$ cat config.mk
export PLATFORM = sky130hd
export DESIGN_NAME = enemy_sprite_fetch
export DESIGN_NICKNAME = d
export VERILOG_FILES = /design/src/rtl/sprite_pkg.sv /design/src/rtl/rr_arbiter.sv /design/src/rtl/enemy_sprite_fetch.sv
export SDC_FILE = /design/constraint.sdc
export NUM_CORES = 1
export LEC_CHECK = 0
export BUFFER_PORTS_ARGS = -buffer_cell sky130_fd_sc_hd__clkbuf_2
export CAP_MARGIN = 20
export CORE_MARGIN = 8
export CORE_UTILIZATION = 52
export CTS_CLUSTER_DIAMETER = 40
export CTS_CLUSTER_SIZE = 14
export DETAILED_ROUTE_END_ITERATION = 16
export GPL_TIMING_DRIVEN = 0
export PLACE_DENSITY = 0.93
export SLEW_MARGIN = 20
export SYNTH_ARGS = -nofsm -noshare
export SYNTH_HDL_FRONTEND = slang
export SYNTH_SLANG_ARGS = --single-unit
$ cat constraint.sdc
create_clock -name clk -period 7.4 [get_ports clk]
set_input_delay 1.11 -clock clk [delete_from_list [all_inputs] [get_ports clk]]
set_output_delay 1.11 -clock clk [all_outputs]
set_load 0.01 [all_outputs]
$ cat src/rtl/sprite_pkg.sv
// Shared constants, request record and address helpers for the enemy/projectile sprite fetcher.
// Enemy sprites are packed 8 frames x 32x32 per type; projectiles are one 16x16 tile at a base.
package sprite_pkg;

   localparam logic [5:0] TRANSP_COLOR      = 6'h33;
   localparam int         ENEMY_FRAME_WORDS = 1024;
   localparam int         ENEMY_TYPE_WORDS  = 8192;
   localparam int         PROJ_BASE_DFLT    = 49152;

   typedef enum logic {
      KIND_ENEMY = 1'b0,
      KIND_PROJ  = 1'b1
   } req_kind_e;

   typedef struct packed {
      req_kind_e  kind;
      logic       flip;
      logic [2:0] etype;
      logic [2:0] frame;
      logic [4:0] x;
      logic [4:0] y;
   } sprite_req_t;

   // Field concatenation equals type*ENEMY_TYPE_WORDS + frame*ENEMY_FRAME_WORDS + y*32 + x'.
   function automatic logic [15:0] enemy_addr(input sprite_req_t r);
      logic [4:0] xm;
      xm = r.flip ? ~r.x : r.x;
      return {r.etype, r.frame, r.y, xm};
   endfunction

   function automatic logic [15:0] proj_addr(input sprite_req_t r, input logic [15:0] base);
      logic [3:0] xm;
      xm = r.flip ? ~r.x[3:0] : r.x[3:0];
      return base + {8'h00, r.y[3:0], xm};
   endfunction

endpackage

$ cat src/rtl/rr_arbiter.sv
// Round-robin single-grant arbiter; the pointer moves past the winner on every grant.
module rr_arbiter #(
   parameter  int NUM_CH = 4,
   localparam int PTR_W  = (NUM_CH > 1) ? $clog2(NUM_CH) : 1
) (
   input  logic              clk,
   input  logic              reset,
   input  logic [NUM_CH-1:0] req_valid_i,
   output logic [NUM_CH-1:0] grant_o,
   output logic [PTR_W-1:0]  grant_idx_o,
   output logic              grant_any_o
);

   logic [PTR_W-1:0] ptr_q, ptr_d;

   function automatic logic [PTR_W-1:0] wrap_idx(input logic [PTR_W-1:0] base, input int ofs);
      return PTR_W'((int'(base) + ofs) % NUM_CH);
   endfunction

   // Grants are suppressed during reset so nothing is accepted into a pipeline being flushed.
   always_comb begin
      grant_o     = '0;
      grant_idx_o = '0;
      grant_any_o = 1'b0;
      if (!reset) begin
         for (int k = 0; k < NUM_CH; k++) begin
            if (!grant_any_o && req_valid_i[wrap_idx(ptr_q, k)]) begin
               grant_any_o                  = 1'b1;
               grant_idx_o                  = wrap_idx(ptr_q, k);
               grant_o[wrap_idx(ptr_q, k)] = 1'b1;
            end
         end
      end
   end

   always_comb begin
      ptr_d = ptr_q;
      if (grant_any_o) ptr_d = wrap_idx(grant_idx_o, 1);
   end

   always_ff @(posedge clk) begin
      if (reset) ptr_q <= '0;
      else       ptr_q <= ptr_d;
   end

endmodule

$ cat src/rtl/enemy_sprite_fetch.sv
// Arbitrates per-channel sprite pixel requests, forms the BRAM address and returns the pixel
// RD_LAT+1 cycles after the address, with channel ID carried alongside in a shift pipeline.
module enemy_sprite_fetch
   import sprite_pkg::*;
#(
   parameter int NUM_CH    = 4,
   parameter int RD_LAT    = 1,
   parameter int NUM_TYPES = 6,
   parameter int PROJ_BASE = PROJ_BASE_DFLT
) (
   input  logic                clk,
   input  logic                reset,
   input  logic [NUM_CH-1:0]   req_valid,
   output logic [NUM_CH-1:0]   req_ready,
   input  logic [NUM_CH-1:0]   req_kind,
   input  logic [NUM_CH-1:0]   req_flip,
   input  logic [3*NUM_CH-1:0] req_type,
   input  logic [3*NUM_CH-1:0] req_frame,
   input  logic [5*NUM_CH-1:0] req_x,
   input  logic [5*NUM_CH-1:0] req_y,
   output logic [15:0]         mem_addr,
   input  logic [5:0]          mem_data,
   output logic [NUM_CH-1:0]   rsp_valid,
   output logic [5:0]          rsp_pixel,
   output logic                rsp_transparent
);

   localparam int CH_W = (NUM_CH > 1) ? $clog2(NUM_CH) : 1;

   if (PROJ_BASE + 255 > 65535) begin : g_bad_proj_base
      $error("PROJ_BASE tile does not fit in the 16-bit address space");
   end
   if (NUM_TYPES * ENEMY_TYPE_WORDS > PROJ_BASE) begin : g_bad_num_types
      $error("enemy sprite region overlaps the projectile tile");
   end
   if (NUM_CH < 1 || NUM_CH > 8 || RD_LAT < 1 || RD_LAT > 3 || NUM_TYPES < 1 || NUM_TYPES > 8)
   begin : g_bad_range
      $error("parameter out of supported range");
   end

   logic [CH_W-1:0] gnt_idx;
   logic            gnt_any;

   rr_arbiter #(.NUM_CH(NUM_CH)) u_arb (
      .clk         (clk),
      .reset       (reset),
      .req_valid_i (req_valid),
      .grant_o     (req_ready),
      .grant_idx_o (gnt_idx),
      .grant_any_o (gnt_any)
   );

   sprite_req_t acc;
   logic        acc_inv;
   logic [15:0] addr_d;

   always_comb begin
      acc = '0;
      for (int i = 0; i < NUM_CH; i++) begin
         if (req_ready[i]) begin
            acc.kind  = req_kind_e'(req_kind[i]);
            acc.flip  = req_flip[i];
            acc.etype = req_type[3*i +: 3];
            acc.frame = req_frame[3*i +: 3];
            acc.x     = req_x[5*i +: 5];
            acc.y     = req_y[5*i +: 5];
         end
      end
   end

   // Out-of-range enemy types still take a slot so response ordering is unaffected.
   always_comb begin
      acc_inv = (acc.kind == KIND_ENEMY) && (32'(acc.etype) >= NUM_TYPES);
      addr_d  = '0;
      if (!acc_inv) begin
         if (acc.kind == KIND_PROJ) addr_d = proj_addr(acc, 16'(PROJ_BASE));
         else                       addr_d = enemy_addr(acc);
      end
   end

   logic [15:0]                mem_addr_q;
   logic [RD_LAT:0]            vld_pipe_q;
   logic [RD_LAT:0]            inv_pipe_q;
   logic [RD_LAT:0][CH_W-1:0]  ch_pipe_q;

   always_ff @(posedge clk) begin
      if (reset) begin
         mem_addr_q <= '0;
         vld_pipe_q <= '0;
         inv_pipe_q <= '0;
         ch_pipe_q  <= '0;
      end else begin
         if (gnt_any) mem_addr_q <= addr_d;
         vld_pipe_q[0] <= gnt_any;
         inv_pipe_q[0] <= acc_inv;
         ch_pipe_q[0]  <= gnt_idx;
         for (int s = 1; s <= RD_LAT; s++) begin
            vld_pipe_q[s] <= vld_pipe_q[s-1];
            inv_pipe_q[s] <= inv_pipe_q[s-1];
            ch_pipe_q[s]  <= ch_pipe_q[s-1];
         end
      end
   end

   assign mem_addr = mem_addr_q;

   logic [NUM_CH-1:0] rsp_valid_q, rsp_valid_d;
   logic [5:0]        rsp_pixel_q, rsp_pixel_d;
   logic              rsp_transp_q, rsp_transp_d;

   // Stage RD_LAT lines up with mem_data for the same request.
   always_comb begin
      rsp_valid_d  = '0;
      rsp_pixel_d  = rsp_pixel_q;
      rsp_transp_d = rsp_transp_q;
      if (vld_pipe_q[RD_LAT]) begin
         rsp_valid_d  = NUM_CH'(1) << ch_pipe_q[RD_LAT];
         rsp_pixel_d  = inv_pipe_q[RD_LAT] ? TRANSP_COLOR : mem_data;
         rsp_transp_d = (rsp_pixel_d == TRANSP_COLOR);
      end
   end

   always_ff @(posedge clk) begin
      if (reset) begin
         rsp_valid_q  <= '0;
         rsp_pixel_q  <= '0;
         rsp_transp_q <= 1'b0;
      end else begin
         rsp_valid_q  <= rsp_valid_d;
         rsp_pixel_q  <= rsp_pixel_d;
         rsp_transp_q <= rsp_transp_d;
      end
   end

   assign rsp_valid       = rsp_valid_q;
   assign rsp_pixel       = rsp_pixel_q;
   assign rsp_transparent = rsp_transp_q;

endmodule

==> flow_metrics.py <==
metrics = {
    "clock_network": {
        "numCtsBuffers": 5,
        "clkLatencyLatePin_ns": 0.29,
        "hold_buffers": 0,
        "cts.root.buffer_cell": "clkbuf_8",
        "clock-sinks": 37,
        "cts.htree.levels": 2,
        "cts_buffer_depth": 2,
        "ctsResizeCount": 0,
        "tritoncts": "built",
        "path_clk_slew_ns": 0.07,
        "post_cts_buffers": 0,
    },
    "setup_path": {
        "crit_path_start_kind": "flop",
        "end_kind": "primary output",
        "worstSetupPathType": "reg2out",
        "crit_required_ns": 6.29,
        "arrival_ns": 3.74,
        "cp_max_fo": 10,
    },
    "synthesis": {
        "synth-async-reset-ratio": 0,
        "synth_compound_area_frac": 0.3203,
        "synth-main-ff-cell": "dfxtp_1",
        "synth_adder_area_share": 0.03268,
        "synthMuxAreaShare": 0.05369,
        "avgSynthCellArea_sq_um": 8.481,
        "yosys.area_share.simple": 0.2316,
        "ys_seq_area_frac": 0.2764,
        "synth_top_family_by_area": "compound AO/OA/AOI/OAI gates",
        "synth_xor_area_frac": 0.009804,
        "netlist_area_sq_um": 2680,
        "yosysWarningCount": 0,
        "synth.distinct_cells": 62,
        "synth_edf_count": 0,
        "synth_fp_nets": 407,
        "synth_cells": 316,
        "ys_ff_latch": 37,
    },
    "power_and_ir_drop": {
        "power_density_nw_per_um2": 393.9,
        "ir_worst_vdd_mv": 0.2534,
        "p_leak_nw": 1.518,
    },
    "flow_run": {
        "max_cap_viol_count": 0,
    },
    "sta": {
        "maxSlewHeadroom": 0.5434,
        "setup_tns_ns": 0,
        "maxSlewViolCount": 0,
        "hold_viol_final": 0,
        "clock_skew_ns": 0.004118,
        "fin_crit_ns": 4.851,
        "finalSetupViolCount": 0,
        "fin_ws_ns": 2.549,
        "min_period_over_period": 0.6555,
        "grt_setup_unrepaired": "false",
        "tightest_slew_ns": 0.6786,
        "fmax_mhz": 206.1,
    },
    "die": {
        "die_h_microns": 87.79,
        "rows": 26,
        "start_util": 0.5315,
        "coreArea_sq_um": 5042,
        "io_pins": 115,
        "dieWidth_microns": 87.79,
        "dieArea_sq_um": 7707,
    },
    "global_routing": {
        "grt_usage": 0.2005,
        "grt_max_degree": 12,
        "grt_pass1_wl_mm": 12.30,
        "grt.overflow.total": 0,
        "grt_pass1_vias": 2671,
        "antenna_found_initial": 0,
    },
    "drt": {
        "drc": 0,
        "dr.pass1.iters": 4,
        "wl_mm": 7.762,
        "avgViaCountPerCell": 5.560,
        "via_count": 2819,
        "wl_per_cell_microns": 15.31,
        "drtAntennaViolNets": 0,
        "drt-initial-drc-count": 171,
    },
    "min_path": {
        "hold_path_class": "reg2reg",
    },
    "place": {
        "gp_congestion": 0.8737,
        "io_buffers": 113,
        "post-place-ws_ns": 2.839,
        "hpwl_mm": 6.358,
    },
    "final_layout": {
        "fillerInstances": 382,
        "most-common-layout-cells": "clkbuf_2 (113), dfxtp_1 (37), nor2_1 (35)",
        "syn_to_final_growth_pct": 28.71,
        "n_antenna_cell": 0,
        "nets": 527,
        "drive_gt1_frac": 0.3684,
        "mostFrequentLayoutCell": "clkbuf_2",
    },
    "status": {
        "status": "completed",
    },
}
## through the flow
stage                     total power [mW]  hold WS, ns  cell area, sq um    util  instances
after CTS                            1.360       0.4436              3450  0.6841        507
after global placement               1.151       0.4204              3333  0.6610        499
after detailed placement             1.180       0.4267              3333  0.6610        499
final                                1.359       0.4396              3450  0.6841        507
after floorplan                     0.9653       0.4138              2680       -        316
after global routing                 1.463       0.4626              3450  0.6841        507
## final timing paths
path | from | endpoint | slack [ns] | cells past startpoint
worst min-delay path | ch_pipe_q[1] | ch_pipe_q[3] | 0.44 | 1
worst max-delay path | u_arb.ptr_q[1] | req_ready[3] | 2.55 | 15
worst min register to register | ch_pipe_q[1] | ch_pipe_q[3] | 0.44 | 1
worst max register to register | u_arb.ptr_q[1] | mem_addr[1] | 3.26 | 14
## logic make-up after synthesis
kind of cell / Yosys count
buffers and inverters: 34
AOI/OAI and AO/OA: 104
adders and majority gates: 7
muxes: 10
xor gates and xnor gates: 3
DFF: 37
and+or+nand+nor: 121
## where the power goes
group | internal [mW] | total (mW) | switching, mW
sequential | 0.253 | 0.284 | 0.0308
combinational | 0.394 | 0.896 | 0.502
clock | 0.110 | 0.178 | 0.0686
## critical path, stage by stage (launching register included)
cell and delay (ns):
dfxtp_1 0.44, buf_2 0.25, inv_1 0.10, ha_1 0.29
buf_6 0.14, or3b_4 0.38, a2111oi_4 0.46, o21ai_1 0.12
and2_1 0.16, buf_6 0.14, or2_4 0.22, buf_6 0.14
inv_6 0.10, buf_8 0.14, buf_4 0.18, clkbuf_2 0.15
## area by class of cell
cell class	instances	area, sq um	area share
Buffer	25	163.9	0.04752
Clock buffer	7	86.33	0.02503
Clock inverter	1	30.03	0.008705
Inverter	9	38.79	0.01124
Multi-Input combinational cell	245	1737	0.5034
Sequential cell	37	740.7	0.2147
Tap cell	70	87.58	0.02539
Timing Repair Buffer	113	565.5	0.1639
## synthesized netlist by cell type, types with 6 or more instances
| cell type | n | share of area |
|---|---|---|
| dfxtp_1 | 37 | 0.28 |
| nor2_1 | 35 | 0.049 |
| nand2_1 | 26 | 0.036 |
| a21oi_1 | 16 | 0.030 |
| a221oi_1 | 14 | 0.046 |
| o22ai_1 | 12 | 0.028 |
| o21ai_0 | 11 | 0.021 |
| nor3_1 | 10 | 0.019 |
| nand2b_1 | 9 | 0.021 |
| nor2b_1 | 9 | 0.021 |
| buf_2 | 8 | 0.015 |
| inv_1 | 8 | 0.011 |
| ha_1 | 7 | 0.033 |
| o21ai_1 | 7 | 0.013 |
| clkbuf_1 | 6 | 0.0084 |
| o31a_1 | 6 | 0.020 |
## sequential cells by signal, summed over array words and instances (netlist names)
name and flops:
ch_pipe_q 4, inv_pipe_q 2, mem_addr 16, rsp_pixel 6, rsp_transparent 1, rsp_valid 4, u_arb.ptr_q 2, vld_pipe_q 2
## layer usage
layer  vias up  global-route usage  wire length (microns)
met1      1288              0.2242                   3101
met3        16             0.04784                    610
met5         -                   0                      0
met2        88              0.3605                   3861
met4         0             0.06719                    187
li1       1427                   -                      -
Power figures use the tool's default switching activity.
